==> src/rtl/frame_reader.sv <==
// Frame reader: streams NUM_WORDS memory words into a credit-limited FIFO.
// Define FRAME_READER_LOOP_EN to re-read the frame continuously after start.
module frame_reader #(
  parameter int DATA_W     = 18,
  parameter int ADDR_W     = 9,
  parameter int BASE_ADDR  = 0,
  parameter int NUM_WORDS  = 64,
  parameter int FIFO_DEPTH = 4
) (
  input  logic              clk,
  input  logic              rst,
  input  logic              start,
  input  logic              mem_wr_busy,
  output logic              rd_en,
  output logic [ADDR_W-1:0] rd_addr,
  input  logic [DATA_W-1:0] rd_data,
  output logic              pix_valid,
  output logic [DATA_W-1:0] pix_data,
  input  logic              pix_ready,
  output logic              busy,
  output logic              frame_done
);

  localparam int PTR_W = $clog2(FIFO_DEPTH);
  localparam int CNT_W = PTR_W + 1;
  localparam int IDX_W = ADDR_W + 1;

  localparam logic [ADDR_W-1:0] L_BASE  = ADDR_W'(BASE_ADDR);
  localparam logic [IDX_W-1:0]  L_LAST  = IDX_W'(NUM_WORDS - 1);
  localparam logic [CNT_W-1:0]  L_DEPTH = CNT_W'(FIFO_DEPTH);

  if (NUM_WORDS < 1 || NUM_WORDS > (1 << ADDR_W)) begin : g_bad_nw
    $error("frame_reader: NUM_WORDS out of range");
  end
  if (FIFO_DEPTH < 2 || (FIFO_DEPTH & (FIFO_DEPTH - 1)) != 0) begin : g_bad_fd
    $error("frame_reader: FIFO_DEPTH must be a power of two >= 2");
  end

  typedef enum logic [1:0] {
    S_IDLE,
    S_FETCH,
    S_DRAIN
  } state_t;

  state_t            r_state;
  logic [IDX_W-1:0]  r_idx;
  logic [DATA_W-1:0] r_buf [FIFO_DEPTH];
  logic [PTR_W-1:0]  r_wptr;
  logic [PTR_W-1:0]  r_rptr;
  logic [CNT_W-1:0]  r_cnt;
  logic              r_inflight;
  logic              r_done;

  logic              w_rd;
  logic              w_push;
  logic              w_pop;
  logic              w_empty;
  logic [CNT_W-1:0]  w_used;

  // Credit counts words already buffered plus the one still on the bus.
  assign w_used  = r_cnt + CNT_W'(r_inflight);
  assign w_rd    = (r_state == S_FETCH) && !mem_wr_busy
                   && (w_used < L_DEPTH);
  assign w_empty = (r_cnt == '0);
  assign w_push  = r_inflight;
  assign w_pop   = !w_empty && pix_ready;

  assign rd_en      = w_rd;
  assign rd_addr    = L_BASE + r_idx[ADDR_W-1:0];
  assign pix_valid  = !w_empty;
  assign pix_data   = w_empty ? '0 : r_buf[r_rptr];
  assign busy       = (r_state != S_IDLE);
  assign frame_done = r_done;

  always_ff @(posedge clk) begin
    if (w_push) r_buf[r_wptr] <= rd_data;
  end

  always_ff @(posedge clk or negedge rst) begin
    if (!rst) begin
      r_wptr     <= '0;
      r_rptr     <= '0;
      r_cnt      <= '0;
      r_inflight <= 1'b0;
    end else begin
      r_inflight <= w_rd;
      if (w_push) r_wptr <= r_wptr + PTR_W'(1);
      if (w_pop)  r_rptr <= r_rptr + PTR_W'(1);
      unique case ({w_push, w_pop})
        2'b10:   r_cnt <= r_cnt + CNT_W'(1);
        2'b01:   r_cnt <= r_cnt - CNT_W'(1);
        default: r_cnt <= r_cnt;
      endcase
    end
  end

  always_ff @(posedge clk or negedge rst) begin
    if (!rst) begin
      r_state <= S_IDLE;
      r_idx   <= '0;
      r_done  <= 1'b0;
    end else begin
      r_done <= 1'b0;
      unique case (r_state)
        S_IDLE: begin
          if (start) begin
            r_idx   <= '0;
            r_state <= S_FETCH;
          end
        end
        S_FETCH: begin
          if (w_rd) begin
            r_idx <= r_idx + IDX_W'(1);
            if (r_idx == L_LAST) r_state <= S_DRAIN;
          end
        end
        S_DRAIN: begin
          if (w_empty && !r_inflight) begin
            r_done <= 1'b1;
`ifdef FRAME_READER_LOOP_EN
            r_idx   <= '0;
            r_state <= S_FETCH;
`else
            r_state <= S_IDLE;
`endif
          end
        end
        default: r_state <= S_IDLE;
      endcase
    end
  end

endmodule

==> config.mk <==
export PLATFORM = sky130hd
export DESIGN_NAME = frame_reader
export DESIGN_NICKNAME = d
export VERILOG_FILES = /design/src/rtl/frame_reader.sv
export SDC_FILE = /design/constraint.sdc
export NUM_CORES = 1
export LEC_CHECK = 0
export BUFFER_PORTS_ARGS = -buffer_cell sky130_fd_sc_hd__buf_2
export CORE_MARGIN = 5
export CORE_UTILIZATION = 35
export DETAILED_ROUTE_END_ITERATION = 10
export HOLD_SLACK_MARGIN = 0.1
export SYNTH_ARGS = -nofsm -noshare
export SYNTH_HDL_FRONTEND = slang
export SYNTH_SLANG_ARGS = --single-unit
export TNS_END_PERCENT = 20
==> constraint.sdc <==
create_clock -name clk -period 1.75 [get_ports clk]
set_input_delay 0 -clock clk [delete_from_list [all_inputs] [get_ports clk]]
set_output_delay 0 -clock clk [all_outputs]
set_load 0.005 [all_outputs]
==> qor.txt <==
Status: finished with violations
Failing checks: setup timing
Startpoint types: flip-flop
RSZ-0062 raised after global routing: yes
CTS tree: done
Hold Violations, Final: 0
Max Slew Vio Count: 0
Area Overhead vs Synth: 30.2%
Clk slew on worst S/H paths: 0.07 ns
DRT iter0 DRCs: 160
Worst hold path class: input pin to asynchronous set/reset pin
WP data required: 1.97 ns
Top FF cell, synth: edfxtp_1
Grt ovf: 0
CTS Buffer Depth: 2
CTS Root Cell: clkbuf_16
Tmin final: 1.77 ns
Final ANT Viol Nets: 0
Synth Instances: 232
Crit path top cell by count: xor2_1
Area of the core: 0.0109 mm^2
Largest cells by area after synthesis: edfxtp_1 (55%), dfrtp_1 (13%), mux4_2 (10%)
Setup ws final: -0.0154 ns
PwrDens: 1620 mW/mm^2
DIE WIDTH: 116 um
Commonest cells post-synth: edfxtp_1 (72), and2_1 (24), dfrtp_1 (21)
Layout cell share with drive strength beyond 1: 41.4%
Period utilization: 101%
Final setup fails: 2
Critical path peak fanout: 2
Leakage: 1.89 nW
Detailed Route WL: 7280 um
GRT busiest layer: met2
Highest Clock Rate: 566 MHz
Synth unique cells: 43
Number of port buffers: 53
NumNets Final: 349
Via density: 4.86
Fillers: 988
H-tree depth: 3
Row cnt: 38
Slew headroom: 68.1%
Crit path DAT: 1.99 ns
Syn avg cell area: 16.9 um^2
Crit path kind: flip-flop to flip-flop
Crit-path slowest cell: or3_4
Post-route cell area: 0.00511 mm^2
Critical path endpoint category: flip-flop
Worst stage delay on the critical path: 0.39 ns
Least-Margin Pin Slew: 0.479 ns
Initial antenna violation count: 0
Total CTS buffers: 9
Max cap viols: 0
First-pass GRT wire length: 11,900 um
Total Power: 0.00826 W
Register area: 0.00269 mm^2
Die Area: 0.0134 mm^2
Peak supply drop: 0.000669 V
Initial core utilization: 35.9%
Gpl congestion: 0.766
Multi-input combinational cell area: 0.00117 mm^2
Post-synth top area share: 55.1%
Total GRT Usage: 11.9%
Net Count, Synth: 262
Hold WS: 0.151 ns
Vias in the first global route: 2,321
Drt wl/cell: 15.7 um
Async set-reset flop share out of synthesis: 22.6%
# diodes: 0
Ports: 54
Top-count cell post-synth: edfxtp_1
Largest net degree at the start of global routing: 22
Vias: 2,253
Met1 Track Usage GR: 15.4%
M3 GR Usage: 2.82%
Final Skew: 0.00369 ns
Synthesized cell area: 0.00393 mm^2
Router iterations before antenna repair: 4
CP cell instances: or3_4 > and2_4 > ha_4 > inv_2 > fa_2 > xor2_1 > nor2_1 > xor2_1
Sequential fraction of the synthesis area: 68.5%
Die height: 116 um
DRC Markers: 0
Yosys warning count: 0
Hpwl dp: 4670 um
Routing usage on met2: 18.6%
Cell taking the most area after synthesis: edfxtp_1
Post-synth EDFFs: 72
Skew-Pair Late Insertion Delay: 0.33 ns
DP Area: 0.00445 mm^2
Clock sink total: 93
Post-synthesis register bit count: 93
==> cell type report <==
class	count	share of cell area, %
Inverter	7	0.514
Timing Repair Buffer	93	14.9
Multi-Input combinational cell	115	22.9
Clock inverter	7	1.13
Tap cell	140	3.43
Clock buffer	9	4.41
Sequential cell	93	52.6
==> final timing paths <==
| kind | slack, ns | start | endpoint | cells after the start |
|---|---|---|---|---|
| worst max register to register | -0.02 | r_cnt[0]$_DFFE_PN0P_ | r_cnt[2]$_DFFE_PN0P_ | 8 |
| worst min register to register | 0.54 | r_wptr[0]$_DFFE_PN0P_ | r_wptr[0]$_DFFE_PN0P_ | 1 |
| worst max-delay path | -0.02 | r_cnt[0]$_DFFE_PN0P_ | r_cnt[2]$_DFFE_PN0P_ | 8 |
| min in group clk | 0.15 | pix_ready | r_cnt[0]$_DFFE_PN0P_ | 4 |
| max in group asynchronous | 1.24 | rst | r_idx[1]$_DFFE_PN0P_ | 2 |
| worst min-delay path | 0.15 | rst | r_rptr[0]$_DFFE_PN0P_ | 2 |
==> cells in the final DEF, fill, tap and decap left out, types with 3 or more instances in the layout <==
| master | n |
|---|---|
| edfxtp_1 | 72 |
| buf_2 | 39 |
| dlygate4sd3_1 | 21 |
| dfrtp_1 | 20 |
| mux4_2 | 18 |
| buf_6 | 16 |
| and2_4 | 15 |
| buf_4 | 13 |
| nand2_1 | 10 |
| and2_1 | 9 |
| clkbuf_16 | 9 |
| inv_1 | 6 |
| nor2_1 | 6 |
| a221o_1 | 5 |
| xor2_1 | 4 |
| ha_1 | 4 |
| buf_12 | 4 |
| nand4_1 | 3 |
| and3_1 | 3 |
| o21ai_0 | 3 |
| clkinvlp_4 | 3 |
==> through the flow <==
stage                     worst slack [ns]  cells  TNS (ns)  utilization [%]
after floorplan                    -0.0305    232   -0.0500                -
after global placement              0.0184    424         0             40.7
after detailed placement           -0.0208    424   -0.0231             40.7
after CTS                          -0.0333    462   -0.0540             45.7
after global routing                -0.126    464     -1.03             46.7
final                              -0.0154    464   -0.0202             46.7
==> worst max-delay path: cells and delay by family, from the launching register on <==
kind | cells | cell delay, ns
and+or+nand+nor | 3 | 0.61
buffers and inverters | 1 | 0.05
xor gates and xnor gates | 2 | 0.26
adders and majority gates | 2 | 0.35
DFF | 1 | 0.38
==> cell families (layout without fill, tap and decap cells) <==
family | after synthesis | after routing | synth area share [%]
mux | 20 | 20 | 10.9
buf+inv | 24 | 116 | 3.47
fa+ha+maj | 7 | 7 | 2.42
compound gates | 21 | 21 | 4.56
simple gates | 61 | 61 | 8.86
xor+xnor | 6 | 6 | 1.34
flops | 93 | 93 | 68.5
==> layer usage <==
metal | routed length (um) | vias to the layer above
li1 | - | 1061
met1 | 3230 | 1140
met2 | 3580 | 42
met3 | 309 | 10
met4 | 150 | 0
met5 | 0 | -
==> where the power goes <==
| part | internal (W) | total, W | switching (W) | leakage [nW] |
|---|---|---|---|---|
| Sequential | 0.00284 | 0.00309 | 0.000251 | 0.894 |
| Clock | 0.000982 | 0.00181 | 0.000833 | 0.130 |
| Combinational | 0.00199 | 0.00335 | 0.00137 | 0.871 |
==> repair_timing <==
item,in CTS,in global routing
setup buffers,1,2
endpoints found under the hold margin,97,0
hold buffers,21,0
setup endpoints to repair,11,22
pin swaps,2,0
gates resized for setup,12,22
==> registers in the layout (all words and copies together) (netlist names) <==
name / cells
r_buf: 72
r_idx: 10
r_cnt: 3
r_rptr: 2
r_state: 2
r_wptr: 2
frame_done: 1
r_inflight: 1
No activity file was read; power rests on OpenSTA's default activity.
